$ cat src/rtl/simd_pkg.sv
// Shared definitions for the SIMD reduction path: sequencer states and the
// summation-tree latency helper used by both the tree and its controller.
package simd_pkg;

  typedef enum logic [1:0] {
    IDLE  = 2'd0,
    FEED  = 2'd1,
    DRAIN = 2'd2,
    DONE  = 2'd3
  } red_state_t;

  // One adder stage per tree level.
  function automatic int tree_latency(input int pe);
    return $clog2(pe);
  endfunction

endpackage

$ cat src/rtl/reduction_ctrl_if.sv
// Signal bundle between the reduction sequencer and its surroundings
// (start/count, PE feed handshake, tree result, scalar result port, debug state).
interface reduction_ctrl_if #(
  parameter int DATA_LEN = 32,
  parameter int CNT_W    = 16
);
  import simd_pkg::*;

  // Handshakes: a transfer happens on a rising clk edge where valid and ready
  // are both high; valid holds its payload stable until that edge, and ready
  // never depends on valid.
  logic                start_i;
  logic [CNT_W-1:0]    num_chunks_i;
  logic                pe_valid_i;
  logic                pe_ready_o;
  logic [DATA_LEN-1:0] tree_sum_i;
  logic [DATA_LEN-1:0] res_data_o;
  logic                res_valid_o;
  logic                res_ready_i;
  logic                busy_o;
  red_state_t          state;

  modport master (
    output start_i, num_chunks_i, pe_valid_i, tree_sum_i, res_ready_i,
    input  pe_ready_o, res_data_o, res_valid_o, busy_o, state
  );

  modport slave (
    input  start_i, num_chunks_i, pe_valid_i, tree_sum_i, res_ready_i,
    output pe_ready_o, res_data_o, res_valid_o, busy_o, state
  );

endinterface

$ cat src/rtl/reduction_ctrl_valid_pipe.sv
// DEPTH-stage single-bit shift register that marks which tree outputs carry
// an accepted chunk.
module valid_pipe #(
  parameter int DEPTH = 2
) (
  input  logic clk,
  input  logic rstn,
  input  logic shift_in,
  output logic shift_out
);

  logic [DEPTH-1:0] stages;

  generate
    if (DEPTH == 1) begin : g_single
      always_ff @(posedge clk or negedge rstn) begin
        if (!rstn) stages <= '0;
        else       stages <= shift_in;
      end
    end else begin : g_multi
      always_ff @(posedge clk or negedge rstn) begin
        if (!rstn) stages <= '0;
        else       stages <= {stages[DEPTH-2:0], shift_in};
      end
    end
  endgenerate

  assign shift_out = stages[DEPTH-1];

endmodule

$ cat src/rtl/reduction_ctrl.sv
// Sequencer for the pipelined summation tree: admits N chunks, tracks them
// through the tree latency, accumulates the results and returns one scalar.
module reduction_ctrl
  import simd_pkg::*;
#(
  parameter int PE_ELEMENTS = 4,
  parameter int DATA_LEN    = 32,
  parameter int CNT_W       = 16
) (
  input  logic             clk,
  input  logic             rstn,
  reduction_ctrl_if.slave  bus
);

  localparam int               TREE_LAT = tree_latency(PE_ELEMENTS);
  localparam logic [CNT_W-1:0] CNT_ONE  = CNT_W'(1);

  red_state_t          state_q, state_d;
  logic [CNT_W-1:0]    n_q;
  logic [CNT_W-1:0]    accepted_q;
  logic [CNT_W-1:0]    completed_q;
  logic [DATA_LEN-1:0] acc_q;

  logic pe_ready;
  logic accept;
  logic tree_valid;
  logic complete;
  logic last_accept;
  logic last_complete;
  logic start_take;

  always_comb begin
    pe_ready      = (state_q == FEED) && (accepted_q < n_q);
    accept        = bus.pe_valid_i && pe_ready;
    complete      = tree_valid && ((state_q == FEED) || (state_q == DRAIN));
    last_accept   = accept && ((accepted_q + CNT_ONE) == n_q);
    last_complete = complete && ((completed_q + CNT_ONE) == n_q);
    start_take    = (state_q == IDLE) && bus.start_i;
  end

  valid_pipe #(.DEPTH(TREE_LAT)) u_valid_pipe (
    .clk       (clk),
    .rstn      (rstn),
    .shift_in  (accept),
    .shift_out (tree_valid)
  );

  always_ff @(posedge clk or negedge rstn) begin
    if (!rstn) state_q <= IDLE;
    else       state_q <= state_d;
  end

  // Completion outranks the last accept so the result port is never skipped.
  always_comb begin
    state_d = state_q;
    unique case (state_q)
      IDLE: begin
        if (bus.start_i) state_d = (bus.num_chunks_i == '0) ? DONE : FEED;
      end
      FEED: begin
        if (last_complete)    state_d = DONE;
        else if (last_accept) state_d = DRAIN;
      end
      DRAIN: begin
        if (last_complete) state_d = DONE;
      end
      DONE: begin
        if (bus.res_ready_i) state_d = IDLE;
      end
      default: state_d = IDLE;
    endcase
  end

  always_ff @(posedge clk or negedge rstn) begin
    if (!rstn) begin
      n_q         <= '0;
      accepted_q  <= '0;
      completed_q <= '0;
      acc_q       <= '0;
    end else if (start_take) begin
      n_q         <= bus.num_chunks_i;
      accepted_q  <= '0;
      completed_q <= '0;
      acc_q       <= '0;
    end else begin
      if (accept) accepted_q <= accepted_q + CNT_ONE;
      if (complete) begin
        completed_q <= completed_q + CNT_ONE;
        acc_q       <= acc_q + bus.tree_sum_i;
      end
    end
  end

  assign bus.pe_ready_o  = pe_ready;
  assign bus.res_valid_o = (state_q == DONE);
  assign bus.res_data_o  = (state_q == DONE) ? acc_q : '0;
  assign bus.busy_o      = (state_q != IDLE);
  assign bus.state       = state_q;

endmodule

$ cat src/flat_wrapper.sv
// flat-port wrapper written by rule: the top's interface ports become plain ports
module reduction_ctrl_flat import simd_pkg::*;
#(
  parameter int PE_ELEMENTS = 4,
  parameter int DATA_LEN    = 32,
  parameter int CNT_W       = 16
)
  (clk, rstn, bus_start_i, bus_num_chunks_i, bus_pe_valid_i, bus_tree_sum_i, bus_res_ready_i, bus_pe_ready_o, bus_res_data_o, bus_res_valid_o, bus_busy_o, bus_state);
  reduction_ctrl_if #(.DATA_LEN(DATA_LEN), .CNT_W(CNT_W)) bus_i ();
  input  logic clk;
  input  logic rstn;
  input wire logic [$bits(bus_i.start_i)-1:0] bus_start_i;
  input wire logic [$bits(bus_i.num_chunks_i)-1:0] bus_num_chunks_i;
  input wire logic [$bits(bus_i.pe_valid_i)-1:0] bus_pe_valid_i;
  input wire logic [$bits(bus_i.tree_sum_i)-1:0] bus_tree_sum_i;
  input wire logic [$bits(bus_i.res_ready_i)-1:0] bus_res_ready_i;
  output wire logic [$bits(bus_i.pe_ready_o)-1:0] bus_pe_ready_o;
  output wire logic [$bits(bus_i.res_data_o)-1:0] bus_res_data_o;
  output wire logic [$bits(bus_i.res_valid_o)-1:0] bus_res_valid_o;
  output wire logic [$bits(bus_i.busy_o)-1:0] bus_busy_o;
  output wire logic [$bits(bus_i.state)-1:0] bus_state;
  assign bus_i.start_i = bus_start_i;
  assign bus_i.num_chunks_i = bus_num_chunks_i;
  assign bus_i.pe_valid_i = bus_pe_valid_i;
  assign bus_i.tree_sum_i = bus_tree_sum_i;
  assign bus_i.res_ready_i = bus_res_ready_i;
  assign bus_pe_ready_o = bus_i.pe_ready_o;
  assign bus_res_data_o = bus_i.res_data_o;
  assign bus_res_valid_o = bus_i.res_valid_o;
  assign bus_busy_o = bus_i.busy_o;
  assign bus_state = bus_i.state;
  reduction_ctrl #(.PE_ELEMENTS(PE_ELEMENTS), .DATA_LEN(DATA_LEN), .CNT_W(CNT_W)) u_core (.clk(clk), .rstn(rstn), .bus(bus_i));
endmodule
$ cat config.mk
export PLATFORM = sky130hd
export DESIGN_NAME = reduction_ctrl_flat
export DESIGN_NICKNAME = d
export VERILOG_FILES = /design/src/rtl/simd_pkg.sv /design/src/rtl/reduction_ctrl_if.sv /design/src/rtl/reduction_ctrl_valid_pipe.sv /design/src/rtl/reduction_ctrl.sv /design/src/flat_wrapper.sv
export SDC_FILE = /design/constraint.sdc
export NUM_CORES = 1
export LEC_CHECK = 0
export CORE_MARGIN = 1.5
export CORE_UTILIZATION = 61
export DETAILED_ROUTE_END_ITERATION = 6
export HOLD_SLACK_MARGIN = 0.15
export PLACE_DENSITY = 0.93
export SLEW_MARGIN = 10
export SYNTH_ARGS = -nofsm -noshare
export SYNTH_HDL_FRONTEND = slang
export SYNTH_SLANG_ARGS = --single-unit
$ cat constraint.sdc
create_clock -name clk -period 7.7 [get_ports clk]
set_clock_uncertainty 0.15 [all_clocks]
set_input_delay 1.155 -clock clk [delete_from_list [all_inputs] [get_ports clk]]
set_output_delay 1.155 -clock clk [all_outputs]
set_load 0.1 [all_outputs]
==> results.ini <==
[sta]
slew_headroom=0.3089
period_needed_ps=4578
max_slew.worst_pin.slew_ps=1037
hold_viol=0
rsz0062_at_grt=false
setup_tns_ps=0
max_freq_ghz=0.2185
slew_violations=0
fin_crit_sh=0.5945
setup_viol_count_final=0

[floorplan]
die_area_sq_um=12040
rows=38
start_util=0.6326
die_w_um=109.7
design.core.area_sq_um=10980
die_h_um=109.7
ios=90

[worst_setup_path]
slowest_stage=clkdlybuf4s50_1
path_cells=inv_1, ha_1, o21ai_0, a21oi_1, nor4_1, o311a_1, and2_1, clkdlybuf4s50_1
r2r-end=u_core.bus.state[0]
end_kind=output port
r2r_cells=11
start_kind=flip-flop
required_ps=6390
critical_path.top_delay_family=buffers and inverters
critical_path_arrival_ps=3270
rr_startpoint=u_core.n_q[2]
cp_max_fo=8
critPathBufInv=2
cpPeakStageDelay_ps=1120
r2r_slack_ps=4300
worstSetupPathType=flip-flop to output port

[grt]
grt_pass1_wl_mm=30.42
grt.overflow.total=0
grt.total_usage=0.3251
grt_pass1_vias=6295
antenna_found_initial=0
grt_max_degree=85

[place]
placed_area_sq_um=7861
gp_congestion=0.9156
port_buffers=89
dp.final_hpwl_mm=13.20
dp.cells=1043

[logic_synthesis]
ys_seq_area_frac=0.3025
synth_top_area_share=0.3025
ys_top_cells_by_count=nand2_1, dfrtp_1, nor2_1
yosysUniqueCellTypes=72
synth_most_common_cell=nand2_1
syn-cell-area_sq_um=6948
postSynth.asyncResetShare=1.000
yosys_warnings=0
synth_edf_count=0
synthCells=851
synth.net_count=959
synth-main-ff-cell=dfrtp_1
synth_area_leaders=dfrtp_1, ha_1, nand2_1
synth_seq_cells=84
avgSynthCellArea_sq_um=8.164
synth.largest_area_cell=dfrtp_1

[run]
maxCapViolCount=0

[layout]
antennaDiodeCount=0
syn2layout_area_growth_pct=18.17
multi_input_area_sq_um=4519
seqCellArea_sq_um=2102
final_util=0.7476
fillCellCount=755
instances_no_fill=1059
nets=1022
stdcell_area_sq_um=8210
drive_gt1_frac=0.04570

[min_path]
whs_endpoint=u_core.u_valid_pipe.stages[1]
hold_path.startpoint=u_core.u_valid_pipe.stages[0]
hold_depth=0
hp-class=flip-flop to flip-flop

[power_and_ir_drop]
p_per_area_nw_per_um2=131.3
peakVddDrop_uv=98.93
power.leakage_nw=3.585

[cts]
htreeDepth=3
cts_buffers=9
clk_pin_slew_ps=60
cts_sinks=84
cts_resized=0
cts_tree=yes
cts_setup_buffers=0
clock_latency_ps=360
ctsHoldBuffers=0
cts_max_path_buffers=2
cts-root-buf=clkbuf_16

[detailed_routing]
wirelength_mm=18.57
drtIter0Drc=449
route.detailed.drc=0
firstDrtPassIters=6
vias=6705
ant_nets=0
vias_per_cell=6.331
routedWlPerCell_um=17.53

[run_status]
status=complete, no violations

## power breakdown
part           switching, mW  internal (mW)  total (mW)
Combinational         0.0595         0.0538       0.113
Sequential           0.00120          0.442       0.444
Clock                  0.201          0.319       0.521
## registers in the layout, indices dropped and copies added, names as in the netlist
signal and count:
u_core.acc_q 32, u_core.accepted_q 16, u_core.completed_q 16, u_core.n_q 16, u_core.bus.state 2, u_core.u_valid_pipe.stages 2
## final cells by class
| type | instances | area share |
|---|---|---|
| clock buffers | 9 | 0.02743 |
| repair buffers | 93 | 0.1119 |
| multi-input cells | 687 | 0.5504 |
| inverters | 39 | 0.01783 |
| clock inverters | 7 | 0.01509 |
| flip-flops and latches | 84 | 0.2560 |
| well taps | 140 | 0.02133 |
## per-layer routing
metal	wire length [um]	GRT usage	vias up
met5	0	0	-
met4	520	0.1401	0
met3	1560	0.05335	39
met2	8610	0.5204	309
met1	7877	0.4347	3185
li1	-	-	3172
## cell usage in the layout (no fill, tap or decap), types with 4 or more instances in the layout
cell	synthesis	final
a211o_1	5	5
a211oi_1	14	14
a21o_1	15	15
a21oi_1	52	52
a31oi_1	9	9
and2_1	39	38
and3_1	15	15
and4_1	9	9
buf_4	2	5
clkbuf_16	0	9
clkdlybuf4s50_1	0	88
dfrtp_1	84	84
ha_1	54	54
inv_1	39	39
nand2_1	98	98
nand2b_1	5	5
nand3_1	30	30
nand3b_1	4	4
nand4_1	18	18
nor2_1	69	69
nor2b_1	7	7
nor3_1	17	17
nor3b_1	7	7
nor4_1	10	10
o211ai_1	6	6
o21a_1	5	5
o21ai_0	54	54
or3_1	9	9
xnor2_1	36	36
xor2_1	37	37
## worst max path at each step
stage	from	end	slack, ps	cells past startpoint
5_1_grt	u_core.n_q[2]	bus_pe_ready_o	3000	8
3_5_place_dp	bus_tree_sum_i[0]	u_core.acc_q[28]	3460	12
4_1_cts	u_core.n_q[2]	bus_pe_ready_o	3130	8
6_report	u_core.n_q[2]	bus_pe_ready_o	3120	8
3_3_place_gp	bus_tree_sum_i[11]	u_core.acc_q[28]	3600	10
2_1_floorplan	u_core.bus.state[1]	bus_res_data_o[0]	3380	3
## metrics by stage
step / setup slack [ps] / power [mW] / hold slack, ps
detailed placement: 3459 / 0.5614 / 184.7
floorplan: 3378 / 0.5095 / 181.2
CTS: 3126 / 1.075 / 199.5
global route: 3001 / 1.109 / 202.5
finish: 3122 / 1.078 / 199.8
global placement: 3599 / 0.5596 / 182.5
## cell families (layout without fill, tap and decap cells)
family | after synthesis | count (layout) | synth area share
buf+inv | 80 | 148 | 0.04718
fa+ha+maj | 55 | 55 | 0.1001
xor+xnor | 73 | 73 | 0.09202
flops | 84 | 84 | 0.3025
simple gates | 354 | 354 | 0.2640
mux | 2 | 2 | 0.003061
compound gates | 203 | 203 | 0.1911
No activity file was read; power rests on OpenSTA's default activity.
